[src/rtl/sim_ctrl_pkg.sv]
// sim_ctrl_pkg: shared types and default control-write addresses for the
// simulation-control monitor.
//   cause_e   : reason the run finished (NONE/STOP/TRAP/SIMLEN)
//   state_e   : monitor sequencing state (RUN/DRAIN/DONE)
//   *_ADDR    : default word addresses snooped on the data-memory write port
package sim_ctrl_pkg;

  typedef enum logic [1:0] {
    CAUSE_NONE   = 2'd0,
    CAUSE_STOP   = 2'd1,
    CAUSE_TRAP   = 2'd2,
    CAUSE_SIMLEN = 2'd3
  } cause_e;

  typedef enum logic [1:0] {
    ST_RUN   = 2'd0,
    ST_DRAIN = 2'd1,
    ST_DONE  = 2'd2
  } state_e;

  localparam int unsigned STOP_ADDR = 0;
  localparam int unsigned TRAP_ADDR = 8;
  localparam int unsigned DUMP_ADDR = 16;

endpackage

[src/rtl/sim_dump_fifo.sv]
// sim_dump_fifo: first-word fall-through FIFO for register-dump entries.
// Ports:
//   clk_i, rst_i      : clock, synchronous active-high reset
//   push_i, wdata_i   : write request and payload
//   pop_i             : remove head entry (ignored when empty)
//   rdata_o           : head entry, zero while empty
//   full_o, empty_o   : occupancy flags
// A push while full is accepted only if a pop happens in the same cycle.
module sim_dump_fifo #(
  parameter int Width = 32,
  parameter int Depth = 8
) (
  input  logic             clk_i,
  input  logic             rst_i,
  input  logic             push_i,
  input  logic [Width-1:0] wdata_i,
  input  logic             pop_i,
  output logic [Width-1:0] rdata_o,
  output logic             full_o,
  output logic             empty_o
);

  localparam int PtrW = $clog2(Depth);

  // Pointers carry one extra wrap bit to tell full from empty.
  logic [PtrW:0]      wr_ptr_q, wr_ptr_d;
  logic [PtrW:0]      rd_ptr_q, rd_ptr_d;
  logic [Width-1:0]   mem_q [Depth];
  logic [Width-1:0]   mem_d [Depth];
  logic               pop_en;
  logic               push_en;

  assign empty_o = (wr_ptr_q == rd_ptr_q);
  assign full_o  = (wr_ptr_q[PtrW] != rd_ptr_q[PtrW]) &&
                   (wr_ptr_q[PtrW-1:0] == rd_ptr_q[PtrW-1:0]);
  assign pop_en  = pop_i & ~empty_o;
  assign push_en = push_i & (~full_o | pop_en);
  assign rdata_o = empty_o ? '0 : mem_q[rd_ptr_q[PtrW-1:0]];

  always_comb begin
    mem_d    = mem_q;
    wr_ptr_d = wr_ptr_q;
    rd_ptr_d = rd_ptr_q;
    if (push_en) begin
      mem_d[wr_ptr_q[PtrW-1:0]] = wdata_i;
      wr_ptr_d = wr_ptr_q + (PtrW+1)'(1);
    end
    if (pop_en) begin
      rd_ptr_d = rd_ptr_q + (PtrW+1)'(1);
    end
  end

  always_ff @(posedge clk_i) begin
    if (rst_i) begin
      wr_ptr_q <= '0;
      rd_ptr_q <= '0;
      mem_q    <= '{default: '0};
    end else begin
      wr_ptr_q <= wr_ptr_d;
      rd_ptr_q <= rd_ptr_d;
      mem_q    <= mem_d;
    end
  end

endmodule

[src/rtl/sim_ctrl_monitor.sv]
// sim_ctrl_monitor: snoops data-memory writes for stop / trap / register-dump
// control writes and sequences the run to completion.
// Ports:
//   clk_i, rst_i            : clock, synchronous active-high reset
//   mem_*_i                 : snooped data-memory request
//   trap_stop_en_i          : trap write starts drain (1) or is only counted (0)
//   sim_len_i               : cycle limit, 0 = unlimited
//   dump_*                  : FWFT dump stream {idx, data}, valid/ready
//   dump_ovf_o              : sticky, a dump entry was dropped
//   trap_cnt_o, cycle_cnt_o : saturating counters
//   done_o, cause_o         : sticky completion flag and its reason
//
// state    | meaning
// ---------+-------------------------------------------------------------
// ST_RUN   | normal execution, control writes are acted on
// ST_DRAIN | stop/trap seen, counting down the drain window, writes ignored
// ST_DONE  | finished, terminal until reset; FIFO can still be drained
module sim_ctrl_monitor
  import sim_ctrl_pkg::*;
#(
  parameter int          AddrW       = 15,
  parameter int          DataW       = 32,
  parameter int unsigned StopAddr    = STOP_ADDR,
  parameter int unsigned TrapAddr    = TRAP_ADDR,
  parameter int unsigned DumpAddr    = DUMP_ADDR,
  parameter int          DrainCycles = 50,
  parameter int          NumRegs     = 31,
  parameter int          DumpDepth   = 8,
  parameter int          CycW        = 32,
  localparam int         IdxW        = $clog2(NumRegs + 1)
) (
  input  logic             clk_i,
  input  logic             rst_i,
  input  logic             mem_req_i,
  input  logic             mem_we_i,
  input  logic [AddrW-1:0] mem_addr_i,
  input  logic [DataW-1:0] mem_wdata_i,
  input  logic             trap_stop_en_i,
  input  logic [CycW-1:0]  sim_len_i,
  output logic             dump_valid_o,
  input  logic             dump_ready_i,
  output logic [IdxW-1:0]  dump_idx_o,
  output logic [DataW-1:0] dump_data_o,
  output logic             dump_ovf_o,
  output logic [7:0]       trap_cnt_o,
  output logic [CycW-1:0]  cycle_cnt_o,
  output logic             done_o,
  output logic [1:0]       cause_o
);

  localparam int DrnW = (DrainCycles > 0) ? $clog2(DrainCycles + 1) : 1;

  state_e            state_q, state_d;
  cause_e            cause_q, cause_d;
  logic [DrnW-1:0]   drain_q, drain_d;
  logic [CycW-1:0]   cyc_q, cyc_d;
  logic [7:0]        trap_q, trap_d;
  logic [IdxW-1:0]   idx_q, idx_d;
  logic              ovf_q, ovf_d;

  logic              wr_en, stop_wr, trap_wr, dump_wr;
  logic              limit_hit, dump_push, dump_pop;
  logic              fifo_full, fifo_empty;

  assign wr_en   = mem_req_i & mem_we_i;
  assign stop_wr = wr_en && (mem_addr_i == AddrW'(StopAddr));
  assign trap_wr = wr_en && (mem_addr_i == AddrW'(TrapAddr));
  assign dump_wr = wr_en && (mem_addr_i == AddrW'(DumpAddr));

  assign limit_hit = (sim_len_i != '0) && (cyc_q == sim_len_i - CycW'(1));

  assign dump_push = (state_q == ST_RUN) && dump_wr;
  assign dump_pop  = dump_valid_o & dump_ready_i;

  // State register
  always_ff @(posedge clk_i) begin
    if (rst_i) state_q <= ST_RUN;
    else       state_q <= state_d;
  end

  // Next-state logic; the cycle limit outranks a same-cycle stop/trap.
  always_comb begin
    state_d = state_q;
    unique case (state_q)
      ST_RUN: begin
        if (limit_hit)                         state_d = ST_DONE;
        else if (stop_wr)                      state_d = ST_DRAIN;
        else if (trap_wr && trap_stop_en_i)    state_d = ST_DRAIN;
      end
      ST_DRAIN: begin
        if (limit_hit || (drain_q == '0))      state_d = ST_DONE;
      end
      ST_DONE:  state_d = ST_DONE;
      default:  state_d = ST_RUN;
    endcase
  end

  // Outputs
  always_comb begin
    done_o      = (state_q == ST_DONE);
    cause_o     = cause_q;
    trap_cnt_o  = trap_q;
    cycle_cnt_o = cyc_q;
    dump_ovf_o  = ovf_q;
  end

  // Counters, cause and dump bookkeeping
  always_comb begin
    cause_d = cause_q;
    drain_d = drain_q;
    cyc_d   = cyc_q;
    trap_d  = trap_q;
    idx_d   = idx_q;
    ovf_d   = ovf_q;

    if ((state_q != ST_DONE) && (cyc_q != '1)) cyc_d = cyc_q + CycW'(1);

    if (state_q == ST_RUN) begin
      if (limit_hit) begin
        cause_d = CAUSE_SIMLEN;
      end else if (stop_wr) begin
        cause_d = CAUSE_STOP;
        drain_d = DrnW'(DrainCycles);
      end else if (trap_wr) begin
        if (trap_stop_en_i) begin
          cause_d = CAUSE_TRAP;
          drain_d = DrnW'(DrainCycles);
        end else if (trap_q != 8'hFF) begin
          trap_d = trap_q + 8'd1;
        end
      end

      // Index advances on every dump write, even a dropped one.
      if (dump_wr) begin
        idx_d = (idx_q == IdxW'(NumRegs)) ? IdxW'(1) : idx_q + IdxW'(1);
        if (fifo_full && !dump_pop) ovf_d = 1'b1;
      end
    end else if (state_q == ST_DRAIN) begin
      if (drain_q != '0) drain_d = drain_q - DrnW'(1);
    end
  end

  always_ff @(posedge clk_i) begin
    if (rst_i) begin
      cause_q <= CAUSE_NONE;
      drain_q <= '0;
      cyc_q   <= '0;
      trap_q  <= '0;
      idx_q   <= IdxW'(1);
      ovf_q   <= 1'b0;
    end else begin
      cause_q <= cause_d;
      drain_q <= drain_d;
      cyc_q   <= cyc_d;
      trap_q  <= trap_d;
      idx_q   <= idx_d;
      ovf_q   <= ovf_d;
    end
  end

  sim_dump_fifo #(
    .Width(IdxW + DataW),
    .Depth(DumpDepth)
  ) u_fifo (
    .clk_i   (clk_i),
    .rst_i   (rst_i),
    .push_i  (dump_push),
    .wdata_i ({idx_q, mem_wdata_i}),
    .pop_i   (dump_pop),
    .rdata_o ({dump_idx_o, dump_data_o}),
    .full_o  (fifo_full),
    .empty_o (fifo_empty)
  );

  assign dump_valid_o = ~fifo_empty;

endmodule

[config.mk]
export PLATFORM = sky130hd
export DESIGN_NAME = sim_ctrl_monitor
export DESIGN_NICKNAME = d
export VERILOG_FILES = /design/src/rtl/sim_ctrl_pkg.sv /design/src/rtl/sim_dump_fifo.sv /design/src/rtl/sim_ctrl_monitor.sv
export SDC_FILE = /design/constraint.sdc
export NUM_CORES = 1
export LEC_CHECK = 0
export ABC_AREA = 1
export BUFFER_PORTS_ARGS = -buffer_cell sky130_fd_sc_hd__buf_4
export CORE_MARGIN = 5
export CORE_UTILIZATION = 65
export CTS_CLUSTER_SIZE = 20
export DETAILED_ROUTE_END_ITERATION = 10
export HOLD_SLACK_MARGIN = 0.03
export PLACE_DENSITY = 0.86
export SLEW_MARGIN = 20
export SYNTH_ARGS = -nofsm -noshare
export SYNTH_HDL_FRONTEND = slang
export SYNTH_SLANG_ARGS = --single-unit
[constraint.sdc]
create_clock -name clk_i -period 6.76 [get_ports clk_i]
set_input_delay 0.676 -clock clk_i [delete_from_list [all_inputs] [get_ports clk_i]]
set_output_delay 0.676 -clock clk_i [all_outputs]
set_load 0.1 [all_outputs]
Word-level counts from Yosys, hierarchy flattened
Index checks and enable logic that the tools add are counted.
Word-level totals
  flip-flop bits (word level): 360
  output and inout bits: 82
  input bits: 85
  word-level logic and storage cells: 107
Operators by class
  $add $sub $neg: 7
  eq/ne operators: 17
  muxes and demuxes: 24
  reductions and logical operators: 27
  order comparisons: 3
  bitwise logic cells: 12
Operators by type and width (number)
  bitwise mux 296 bit: 1
  two-way mux 37 bit: 4
  binary-select mux 37 bit (select 3 bit): 1
  demux 37 bit (select 3 bit): 1
  two-way mux 6 bit: 7
  adder 32 x 1 -> 32 bit (second input constant): 1
  equality test 32 bit: 1
  inequality test 32 bit (second input constant): 1
  nonzero test 32 bit: 1
  subtractor 32 x 1 -> 32 bit (second input constant): 1
  two-way mux 2 bit: 8
  equality test 15 x 4 -> 1 bit (second input constant): 1
  equality test 15 x 5 -> 1 bit (second input constant): 1
  logical NOT 15 bit: 1
  logical AND 1 bit: 10
  adder 4 x 1 -> 4 bit (second input constant): 2
  adder 8 x 1 -> 8 bit (second input constant): 1
  >= comparator 4 bit (second input constant): 2
  inequality test 8 bit (second input constant): 1
  inverter 3 -> 4 bit: 2
  logical NOT 6 bit: 1
  inequality test 2 bit (second input constant): 3
  inequality test 3 bit (second input constant): 2
  one-hot mux 2 bit (3 select lines): 1
  24 further kinds: 35

Longest topological paths before layout
Gate-level depths: netlist of the first run.
  depth after elaboration: 7
  gate-level depth with buffers: 21
  mapped depth without buffers: 21

By module
Synthesis of the first run repeated with hierarchy kept, for this count alone.
Unflattened totals
  cell total of the unflattened synthesis: 3633
  area total of the unflattened synthesis: 21876.0 um^2
By module, submodules not included
  sim_dump_fifo: cells an instance 2818, seq. area each 6085.8 um^2, times used 1, area each 17057.6 um^2
  sim_ctrl_monitor: cells an instance 815, seq. area each 1121.1 um^2, times used 1, area each 4818.4 um^2

Worst setup path after synthesis of the first run
OpenSTA, ideal clock, no wires.
  kind: register to output
  from: reg u_fifo.rd_ptr_q[0]
  to: out dump_data_o[27]
  arrival: 3563 ps
  required time: 6084 ps
  buffers on the path: 2
  cell stages (with the launch flop): 12
  setup slack: 2521 ps
  cells stage by stage: dfxtp_1 clkbuf_2 inv_1 nand2_1 nand4_1 nor2_1 inv_1 nor2_1 inv_1 clkbuf_1 nand2_1 a31oi_1
On the way
  longest elaborated chain between the ends: 5
  elaborated cells between the ends (all ways): 6
  classes of those cells: 1 x eq/ne; 4 x mux; 1 x bitwise
RTL lines
  start, declared: line sim_dump_fifo.sv:27  | logic [PtrW:0] rd_ptr_q, rd_ptr_d;
  start signal, assigned: line sim_dump_fifo.sv:60  | rd_ptr_q <= rd_ptr_d;
  inverter 3 -> 4 bit (implied by the code): line sim_dump_fifo.sv:38  | assign rdata_o = empty_o ? '0 : mem_q[rd_ptr_q[PtrW-1:0]];
  binary-select mux 37 bit (select 3 bit): line sim_dump_fifo.sv:38
  two-way mux 37 bit (implied by the code) (2 in series): line sim_dump_fifo.sv:38
  two-way mux 37 bit *: line sim_dump_fifo.sv:38
  end, declared: line sim_ctrl_monitor.sv:43  | output logic [DataW-1:0] dump_data_o,
Mark *: on every way between the ends. The rest lies on a longest branch, timed or not. The select of a mux whose other input is x is not followed.

Final worst setup path of the first run
  from: reg u_fifo.rd_ptr_q[0]
  to: out dump_data_o[7]
The elaborated chain is that of the path after synthesis.

==> results.cfg, run 1 <==
[clock_tree]
tritoncts = built
cts_setup_buffers = 0
cts.sinks = 360
htree_levels = 2
root_buffer = clkbuf_16
clk_pin_slew_ns = 0.06
clockBufferDepth = 3
cts_buffers = 37
clkLatencyLatePin_ns = 0.52
cts_resized = 0
cts.hold.buffers_added = 0

[synthesis]
synth_cell_types = 49
syn_nets = 2725
syn_inst = 2627
synth-main-ff-cell = dfxtp_1
yosysSeqAreaShare_pct = 40.1
ys.warnings.count = 0
mappedNetlistArea_mm2 = 0.0180
avgSynthCellArea_um2 = 6.84
synthArstFlopShare_pct = 0
ys_top_cells_by_area = dfxtp_1, a21oi_1, o21ai_0, inv_1, nand2_1
synth_top_area_share_pct = 40.1
yosys.area.top_type = dfxtp_1
synth_edf_count = 0
ys_ff_latch = 360

[floorplan]
dieWidth_um = 176
fp.dieH_um = 176
num_rows = 60
io_pins = 167
core_area_mm2 = 0.0271
initial_core_util_pct = 66.3
dieArea_mm2 = 0.0311

[critical_path]
critPathMaxFanout = 76
crit_path_end_kind = output pin
worst_path_max_delay_cell = inv_4
cp-start-kind = register
rrSetupSlack_ns = 3.31
path_class = reg -> out
cpPeakStageDelay_ns = 0.59
worstPathArrival_ns = 3.60
worstPathRequired_ns = 6.08
path_cells = inv_4 -> nand2_1 -> nand4_1 -> nor2_1 -> inv_1 -> nor2_1 -> inv_1 -> buf_4 -> nand2_1 -> a31oi_1 -> buf_4

[grt]
overflow = 0
grt_usage_pct = 30.4
grt_pass1_vias = 16600
grt_max_degree = 130
antenna_found_initial = 0
grt_pass1_wl_mm = 80.0

[power_and_ir_drop]
power_density_mw_per_mm2 = 236
p_leak_uw = 0.00739
ir_worst_vdd_uv = 186

[detailed_routing]
wl_mm = 49.0
ant_nets = 0
drt-wirelength-per-cell_um = 15.9
dr.first_iter.drc_count = 1814
vias = 17700
drtPass1Iterations = 6
vias_per_cell = 5.77
drcViolationCount = 0

[placement]
dp_hpwl_mm = 30.7
place.gp.congestion = 0.932
portBuffers = 166
place_ws_ns = 3.18

[flow_run]
drv_cap = 0

[sta]
hold_viol = 0
finalClockSkew_ns = 0.0112
worstMarginPinSlew_ns = 0.979
slew_headroom_pct = 34.7
period_needed_ns = 4.27
period_share_pct = 63.2
maxSlewViolCount = 0
fmax_ghz = 0.234
setup_viol = 0
tns_ns = 0
finalWorstSetupSlack_ns = 2.49
rsz0062_at_grt = false

[finish]
syn_to_final_growth_pct = 13.0
mostFrequentLayoutCells = a21oi_1, o21ai_0, inv_1, dfxtp_1, nand2_1
drive_gt1_share_pct = 11.5
mostFrequentLayoutCell = a21oi_1
fillCellCount = 2179
num_antenna_cells = 0
fin_nets = 2776

[run_status]
outcome = completed

[min_path]
hp-class = reg -> reg
## final timing paths
check                                  startpoint                            end  cells after the start
setup / recovery  u_fifo.rd_ptr_q[0]$_SDFFE_PP0P_                 dump_data_o[7]                     11
hold / removal      u_fifo.mem_q[19]$_SDFFE_PP0P_  u_fifo.mem_q[19]$_SDFFE_PP0P_                      2
setup reg to reg  u_fifo.rd_ptr_q[0]$_SDFFE_PP0P_  u_fifo.mem_q[73]$_SDFFE_PP0P_                     13
hold reg to reg     u_fifo.mem_q[19]$_SDFFE_PP0P_  u_fifo.mem_q[19]$_SDFFE_PP0P_                      2
## registers in the layout, indices dropped and copies added (netlist names)
name and count:
cause_o 2, trap_cnt_o 8, dump_ovf_o 1, u_fifo.rd_ptr_q 4
idx_q 5, u_fifo.wr_ptr_q 4, drain_q 6, cycle_cnt_o 32
u_fifo.mem_q 296, state_q 2
## cell families (layout without fill, tap and decap cells)
group / Yosys count / after routing / synth area share (%)
compound gates: 1022 / 1022 / 29.0
xor+xnor: 37 / 37 / 1.92
fa+ha+maj: 13 / 13 / 0.906
buf+inv: 584 / 660 / 12.5
flops: 360 / 360 / 40.1
simple gates: 611 / 611 / 15.6
## cells in the mapped netlist, types with 2 or more instances
library cell	count
nand2_4	3
o21ai_2	2
o21ai_1	22
buf_2	38
o21ai_0	459
inv_1	405
nand2_2	9
ha_1	13
or2_2	5
nor4_2	2
a21oi_1	489
clkbuf_1	123
nand2_1	257
nor3_2	3
nor2_8	2
nor3b_1	2
a31oi_1	37
inv_2	8
nand3_1	100
nor2_4	6
nand4_1	21
a31o_2	3
xnor2_1	12
buf_1	9
nor2_1	144
dfxtp_1	360
o21a_1	3
xor2_1	23
and3_1	2
or2_1	2
nor3_1	20
nor4_1	7
nor2_2	15
nand3b_1	6
## area by class of cell
type / count / area, um2 / area share, %
Inverter: 413 / 1560 / 7.68
Clock inverter: 11 / 66.3 / 0.327
Sequential cell: 360 / 7210 / 35.6
Clock buffer: 53 / 1080 / 5.32
Multi-Input combinational cell: 1683 / 8530 / 42.1
Timing Repair Buffer: 183 / 1370 / 6.77
Tap cell: 372 / 465 / 2.29
## routing by layer
metal	vias to the layer above	track usage [%]	wire (um)
met1	8197	40.5	20700
met3	96	4.63	3940
met5	-	0	0
li1	8751	-	-
met4	0	10.6	1250
met2	704	50.7	23200
## power breakdown
group	total [uW]	internal, uW	switching, uW
Sequential	2160	2130	28.6
Combinational	687	193	494
Clock	1940	1110	828
## worst max-delay path, delay by kind of cell (launching register included)
family / cells / cell delay (ns)
compound gates: 1 / 0.24
buf+inv: 5 / 1.83
flops: 1 / 0.51
simple gates: 5 / 0.47
## through the flow
step | hold WS, ns | util, % | instances | area (um2) | total power (uW)
after floorplan | 0.420 | - | 2627 | 18000 | 2680
after global placement | 0.428 | 70.6 | 3011 | 19100 | 2870
after detailed placement | 0.434 | 70.6 | 3011 | 19100 | 2880
after CTS | 0.443 | 74.8 | 3075 | 20300 | 4800
after global routing | 0.455 | 74.8 | 3075 | 20300 | 4960
final | 0.441 | 74.8 | 3075 | 20300 | 4790
Note: power is estimated with default switching activity, not from simulation.
==> run 2: changes to the inputs <==
--- a/config.mk
+++ b/config.mk
@@ -8,11 +8,11 @@
 export ABC_AREA = 1
 export BUFFER_PORTS_ARGS = -buffer_cell sky130_fd_sc_hd__buf_4
 export CORE_MARGIN = 5
-export CORE_UTILIZATION = 65
+export CORE_UTILIZATION = 60
 export CTS_CLUSTER_SIZE = 20
 export DETAILED_ROUTE_END_ITERATION = 10
 export HOLD_SLACK_MARGIN = 0.03
-export PLACE_DENSITY = 0.86
+export PLACE_DENSITY = 0.8
 export SLEW_MARGIN = 20
 export SYNTH_ARGS = -nofsm -noshare
 export SYNTH_HDL_FRONTEND = slang
==> constraint.sdc (replaced) <==
create_clock -name clk_i -period 4.32 [get_ports clk_i]
set_input_delay 0.432 -clock clk_i [delete_from_list [all_inputs] [get_ports clk_i]]
set_output_delay 0.432 -clock clk_i [all_outputs]
set_load 0.1 [all_outputs]
==> run 2 against run 1 <==
Compared with the run above: routed wire length decreased by 0.38%; clock power increased by 77%; first-iteration DRC count increased by 0.77%; register-to-register slack got worse by 2.5 ns; design area increased by 1.5%; global-route usage decreased by 2.3 points; critical endpoint is now dump_data_o[3]; sequential power increased by 56%; critical path depth unchanged; clock-buffer cell count increased by 7; utilization decreased by 5.2 points; via count decreased by 1.4%; combinational power increased by 59%.
==> results.cfg, run 2 (same netlist as run 1, synthesis figures left out) <==
[sta]
worstMarginPinSlew_ns = 1.04
tns_ns = 0
setup_viol = 0
period_share_pct = 82.7
fmax_ghz = 0.280
rsz0062_at_grt = false
finalClockSkew_ns = 0.0218
hold_viol = 0
period_needed_ns = 3.57
slew_headroom_pct = 30.5
maxSlewViolCount = 0

[floorplan]
num_rows = 63
core_area_mm2 = 0.0296
initial_core_util_pct = 60.8
fp.dieH_um = 183
dieArea_mm2 = 0.0335
io_pins = 167
dieWidth_um = 183

[grt]
antenna_found_initial = 0
grt_max_degree = 143
grt_pass1_vias = 16400
overflow = 0
grt_pass1_wl_mm = 80.5
grt_usage_pct = 28.2

[finish]
largest_reg_flops = 296
multi_input_area_mm2 = 0.00853
mostFrequentLayoutCells = a21oi_1, o21ai_0, inv_1, dfxtp_1, nand2_1
drive_gt1_share_pct = 12.0
num_antenna_cells = 0
top_register = u_fifo.mem_q
fillCellCount = 2516
mostFrequentLayoutCell = a21oi_1
seq_area_mm2 = 0.00721
final_area_mm2 = 0.0206
syn_to_final_growth_pct = 14.6
fin_nets = 2784

[placement]
dp_hpwl_mm = 31.6
portBuffers = 166
place_area_mm2 = 0.0192
place.gp.congestion = 0.914

[clock_tree]
cts.sinks = 360
clkLatencyLatePin_ns = 0.52
cts_resized = 0
root_buffer = clkbuf_16
clk_pin_slew_ns = 0.06
cts_buffers = 40
clockBufferDepth = 3
tritoncts = built
cts_setup_buffers = 0
cts.hold.buffers_added = 0
htree_levels = 2

[power_and_ir_drop]
p_leak_uw = 0.00752
ir_worst_vdd_uv = 395
power_density_mw_per_mm2 = 384

[detailed_routing]
dr.first_iter.drc_count = 1828
ant_nets = 0
drcViolationCount = 0
wl_mm = 48.8
drt-wirelength-per-cell_um = 15.7
drtPass1Iterations = 7
vias_per_cell = 5.63
vias = 17500

[critical_path]
r2r-start = state_q[0]$_SDFFE_PP0P_
timing.rr.end = u_fifo.mem_q[267]$_SDFFE_PP0P_
path_class = reg -> out
cp-start-kind = register
rrSetupSlack_ns = 0.77
worstPathRequired_ns = 3.89
reg2reg_depth = 12
crit_path_end_kind = output pin
crit_path_end = dump_data_o[3]
critPathMaxFanout = 32
worstPathArrival_ns = 3.14
startpoint = u_fifo.rd_ptr_q[0]$_SDFFE_PP0P_

[min_path]
hp-class = in -> reg

[flow_run]
drv_cap = 0

[run_status]
outcome = completed
==> run 2: layout make-up <==
| class | instances | share of cell area (%) |
|---|---|---|
| well taps | 390 | 2.37 |
| multi-input cells | 1683 | 41.4 |
| repair buffers | 188 | 7.04 |
| inverters | 413 | 7.57 |
| flip-flops and latches | 360 | 35.0 |
| clock inverters | 12 | 0.626 |
| clock buffers | 60 | 5.92 |
==> run 2: where the power goes <==
part	switching [uW]	total, uW	internal, uW
sequential	42.7	3380	3340
clock	1350	3430	2070
combinational	777	1090	309
==> run 2: per-stage QoR <==
step	power (uW)	setup WS (ns)	instances	hold WS, ns	util (%)
2_1_floorplan	4200	0.325	2627	0.420	-
3_3_place_gp	4500	1.05	3034	0.426	65.1
5_1_grt	8190	0.465	3106	0.263	69.6
6_report	7900	0.745	3106	0.238	69.6
4_1_cts	7920	0.757	3106	0.228	69.6
3_5_place_dp	4520	0.882	3034	0.433	65.1
==> run 2: worst min-delay path by stage <==
stage,start,end,slack [ns],cells past startpoint
6_report,mem_wdata_i[21],u_fifo.mem_q[280]$_SDFFE_PP0P_,0.24,3
5_1_grt,mem_wdata_i[19],u_fifo.mem_q[19]$_SDFFE_PP0P_,0.26,3
4_1_cts,mem_wdata_i[29],u_fifo.mem_q[103]$_SDFFE_PP0P_,0.23,3
3_5_place_dp,u_fifo.mem_q[164]$_SDFFE_PP0P_,u_fifo.mem_q[164]$_SDFFE_PP0P_,0.43,2
3_3_place_gp,u_fifo.mem_q[143]$_SDFFE_PP0P_,u_fifo.mem_q[143]$_SDFFE_PP0P_,0.43,2
2_1_floorplan,u_fifo.mem_q[111]$_SDFFE_PP0P_,u_fifo.mem_q[111]$_SDFFE_PP0P_,0.42,2
==> run 2: critical path, cell delays in order, from the launching register on <==
cell	delay (ns)
dfxtp_4	0.45
inv_4	0.27
nand2_1	0.09
nand4_1	0.09
nor2_1	0.06
inv_1	0.05
nor2_1	0.04
inv_1	0.54
buf_4	0.34
nand2_1	0.11
a31oi_1	0.22
buf_4	0.34
==> run 2: per-layer routing <==
metal	global-route usage, %	up-vias	part of all wire (%)
li1	-	8790	-
met1	39.4	8047	45
met2	46.0	569	46
met3	3.67	86	6.4
met4	8.16	0	2.3
met5	0	-	0
==> run 3: changes to the inputs <==
--- a/config.mk
+++ b/config.mk
@@ -8,11 +8,11 @@
 export ABC_AREA = 1
 export BUFFER_PORTS_ARGS = -buffer_cell sky130_fd_sc_hd__buf_4
 export CORE_MARGIN = 5
-export CORE_UTILIZATION = 60
+export CORE_UTILIZATION = 54
 export CTS_CLUSTER_SIZE = 20
 export DETAILED_ROUTE_END_ITERATION = 10
 export HOLD_SLACK_MARGIN = 0.03
-export PLACE_DENSITY = 0.8
+export PLACE_DENSITY = 0.76
 export SLEW_MARGIN = 20
 export SYNTH_ARGS = -nofsm -noshare
 export SYNTH_HDL_FRONTEND = slang
==> constraint.sdc (replaced) <==
create_clock -name clk_i -period 3.1 [get_ports clk_i]
set_input_delay 0.31 -clock clk_i [delete_from_list [all_inputs] [get_ports clk_i]]
set_output_delay 0.31 -clock clk_i [all_outputs]
set_load 0.1 [all_outputs]
==> run 3 against run 2 <==
Compared with the run above: critical path depth unchanged; first-iteration DRC count down 26%; non-clock buffer count increased by 14; power increased by 40%; clock skew decreased by 0.0027 ns; utilization decreased by 5.2 points; clock power rose by 38%; final cell count increased by 2.0%; combinational power increased by 46%; global-route usage decreased by 2.5 points.
==> results.cfg, run 3 (same netlist as run 1, synthesis figures left out) <==
[run_status]
outcome = completed

[power_and_ir_drop]
power_uw = 11000
ir_worst_vdd_uv = 472
p_leak_uw = 0.00762
power_density_mw_per_mm2 = 524

[grt]
grt_pass1_wl_mm = 79.9
antenna_found_initial = 0
grt_pass1_vias = 16200
grt_max_degree = 129
overflow = 0
grt_usage_pct = 25.7

[floorplan]
io_pins = 167
dieWidth_um = 192
fp.dieH_um = 192
initial_core_util_pct = 54.9
num_rows = 66
core_area_mm2 = 0.0327
dieArea_mm2 = 0.0370

[sta]
maxSlewViolCount = 0
hold_viol = 0
period_share_pct = 93.8
rsz0062_at_grt = false
finalWorstSetupSlack_ns = 0.192
tns_ns = 0
fmax_ghz = 0.344
period_needed_ns = 2.91
slew_headroom_pct = 46.2
worstMarginPinSlew_ns = 0.808
finalClockSkew_ns = 0.0191
setup_viol = 0

[detailed_routing]
drcViolationCount = 0
vias_per_cell = 5.50
wl_mm = 49.2
drtPass1Iterations = 6
vias = 17400
dr.first_iter.drc_count = 1348
ant_nets = 0
drt-wirelength-per-cell_um = 15.5

[finish]
mostFrequentLayoutCells = a21oi_1, o21ai_0, inv_1, dfxtp_1, nand2_1
drive_gt1_share_pct = 13.7
top_register = u_fifo.mem_q
mostFrequentLayoutCell = a21oi_1
largest_reg_flops = 296
fin_util_pct = 64.4
syn_to_final_growth_pct = 17.3
fin_nets = 2796
num_antenna_cells = 0
fillCellCount = 2921

[min_path]
hp-class = in -> reg

[clock_tree]
clockBufferDepth = 3
clkLatencyLatePin_ns = 0.54
cts_buffers = 38
cts.sinks = 360
tritoncts = built
clk_pin_slew_ns = 0.06
root_buffer = clkbuf_16
htree_levels = 2
cts_setup_buffers = 0

[critical_path]
path_cells = inv_8 -> nand2_1 -> nand4_1 -> nor2_1 -> inv_1 -> nor2_1 -> inv_1 -> buf_4 -> nand2_1 -> a31oi_2 -> buf_6
rrSetupSlack_ns = 0.35
worstPathRequired_ns = 2.79
worstPathArrival_ns = 2.60
cpPeakStageDelay_ns = 0.45
worst_path_max_delay_cell = dfxtp_4
crit_path_end_kind = output pin
cp-start-kind = register
critPathMaxFanout = 31
path_class = reg -> out

[flow_run]
drv_cap = 0

[placement]
place.gp.congestion = 0.939
dp_hpwl_mm = 31.8
place_ws_ns = 0.406
portBuffers = 166
run 3: changes by cell type in the layout (fill, tap and decap cells not counted), sizes merged:
cell	change
buf	+14
bufinv	+2
clkbuf	-3
clkinv	-2
inv	-1
run 3: layout make-up:
| class | count | area, um2 | area share (%) |
|---|---|---|---|
| timing repair buffer | 202 | 1670 | 7.90 |
| inverter | 413 | 1560 | 7.42 |
| clock buffer | 57 | 1130 | 5.38 |
| multi-input combinational | 1683 | 8760 | 41.6 |
| clock inverter | 11 | 181 | 0.861 |
| tap | 442 | 553 | 2.62 |
| sequential | 360 | 7210 | 34.2 |
run 3: final timing paths:
path / from / endpoint / depth (start not counted)
hold / removal: mem_wdata_i[19] / u_fifo.mem_q[278]$_SDFFE_PP0P_ / 3
hold reg to reg: u_fifo.mem_q[11]$_SDFFE_PP0P_ / u_fifo.mem_q[11]$_SDFFE_PP0P_ / 2
setup / recovery: u_fifo.rd_ptr_q[0]$_SDFFE_PP0P_ / dump_idx_o[1] / 11
setup reg to reg: state_q[1]$_SDFFE_PP0P_ / u_fifo.mem_q[270]$_SDFFE_PP0P_ / 12
run 3: report_power, final:
part | switching (uW) | internal [uW]
sequential | 52.8 | 4650
combinational | 1130 | 461
clock | 1860 | 2870
total | 3050 | 7990
run 3: through the flow:
| stage | instance area, um2 | hold slack, ns | cells |
|---|---|---|---|
| after floorplan | 18200 | 0.420 | 2627 |
| after global placement | 19700 | 0.426 | 3100 |
| after detailed placement | 19700 | 0.431 | 3100 |
| after CTS | 21100 | 0.0858 | 3168 |
| after global routing | 21100 | 0.122 | 3168 |
| final | 21100 | 0.0994 | 3168 |
run 3: worst max-delay path, delay by kind of cell, from the launching register on:
family	cells	cell delay (ns)
buffers and inverters	5	0.93
DFF	1	0.45
and+or+nand+nor	5	0.35
AOI/OAI and AO/OA	1	0.32
run 3: per-layer routing:
| layer | share of wire, % | vias up | global-route usage (%) | wire length, um |
|---|---|---|---|---|
| met2 | 46 | 567 | 42.0 | 22600 |
| li1 | - | 8805 | - | - |
| met3 | 6.7 | 90 | 3.94 | 3290 |
| met1 | 45 | 7971 | 34.9 | 22100 |
| met5 | 0 | - | 0 | 0 |
| met4 | 2.6 | 0 | 8.23 | 1270 |
run 3: what timing repair did:
action | CTS | global route
hold buffers | 0 | 0
endpoints found under the setup margin | 0 | 11
gates resized for setup | 0 | 5
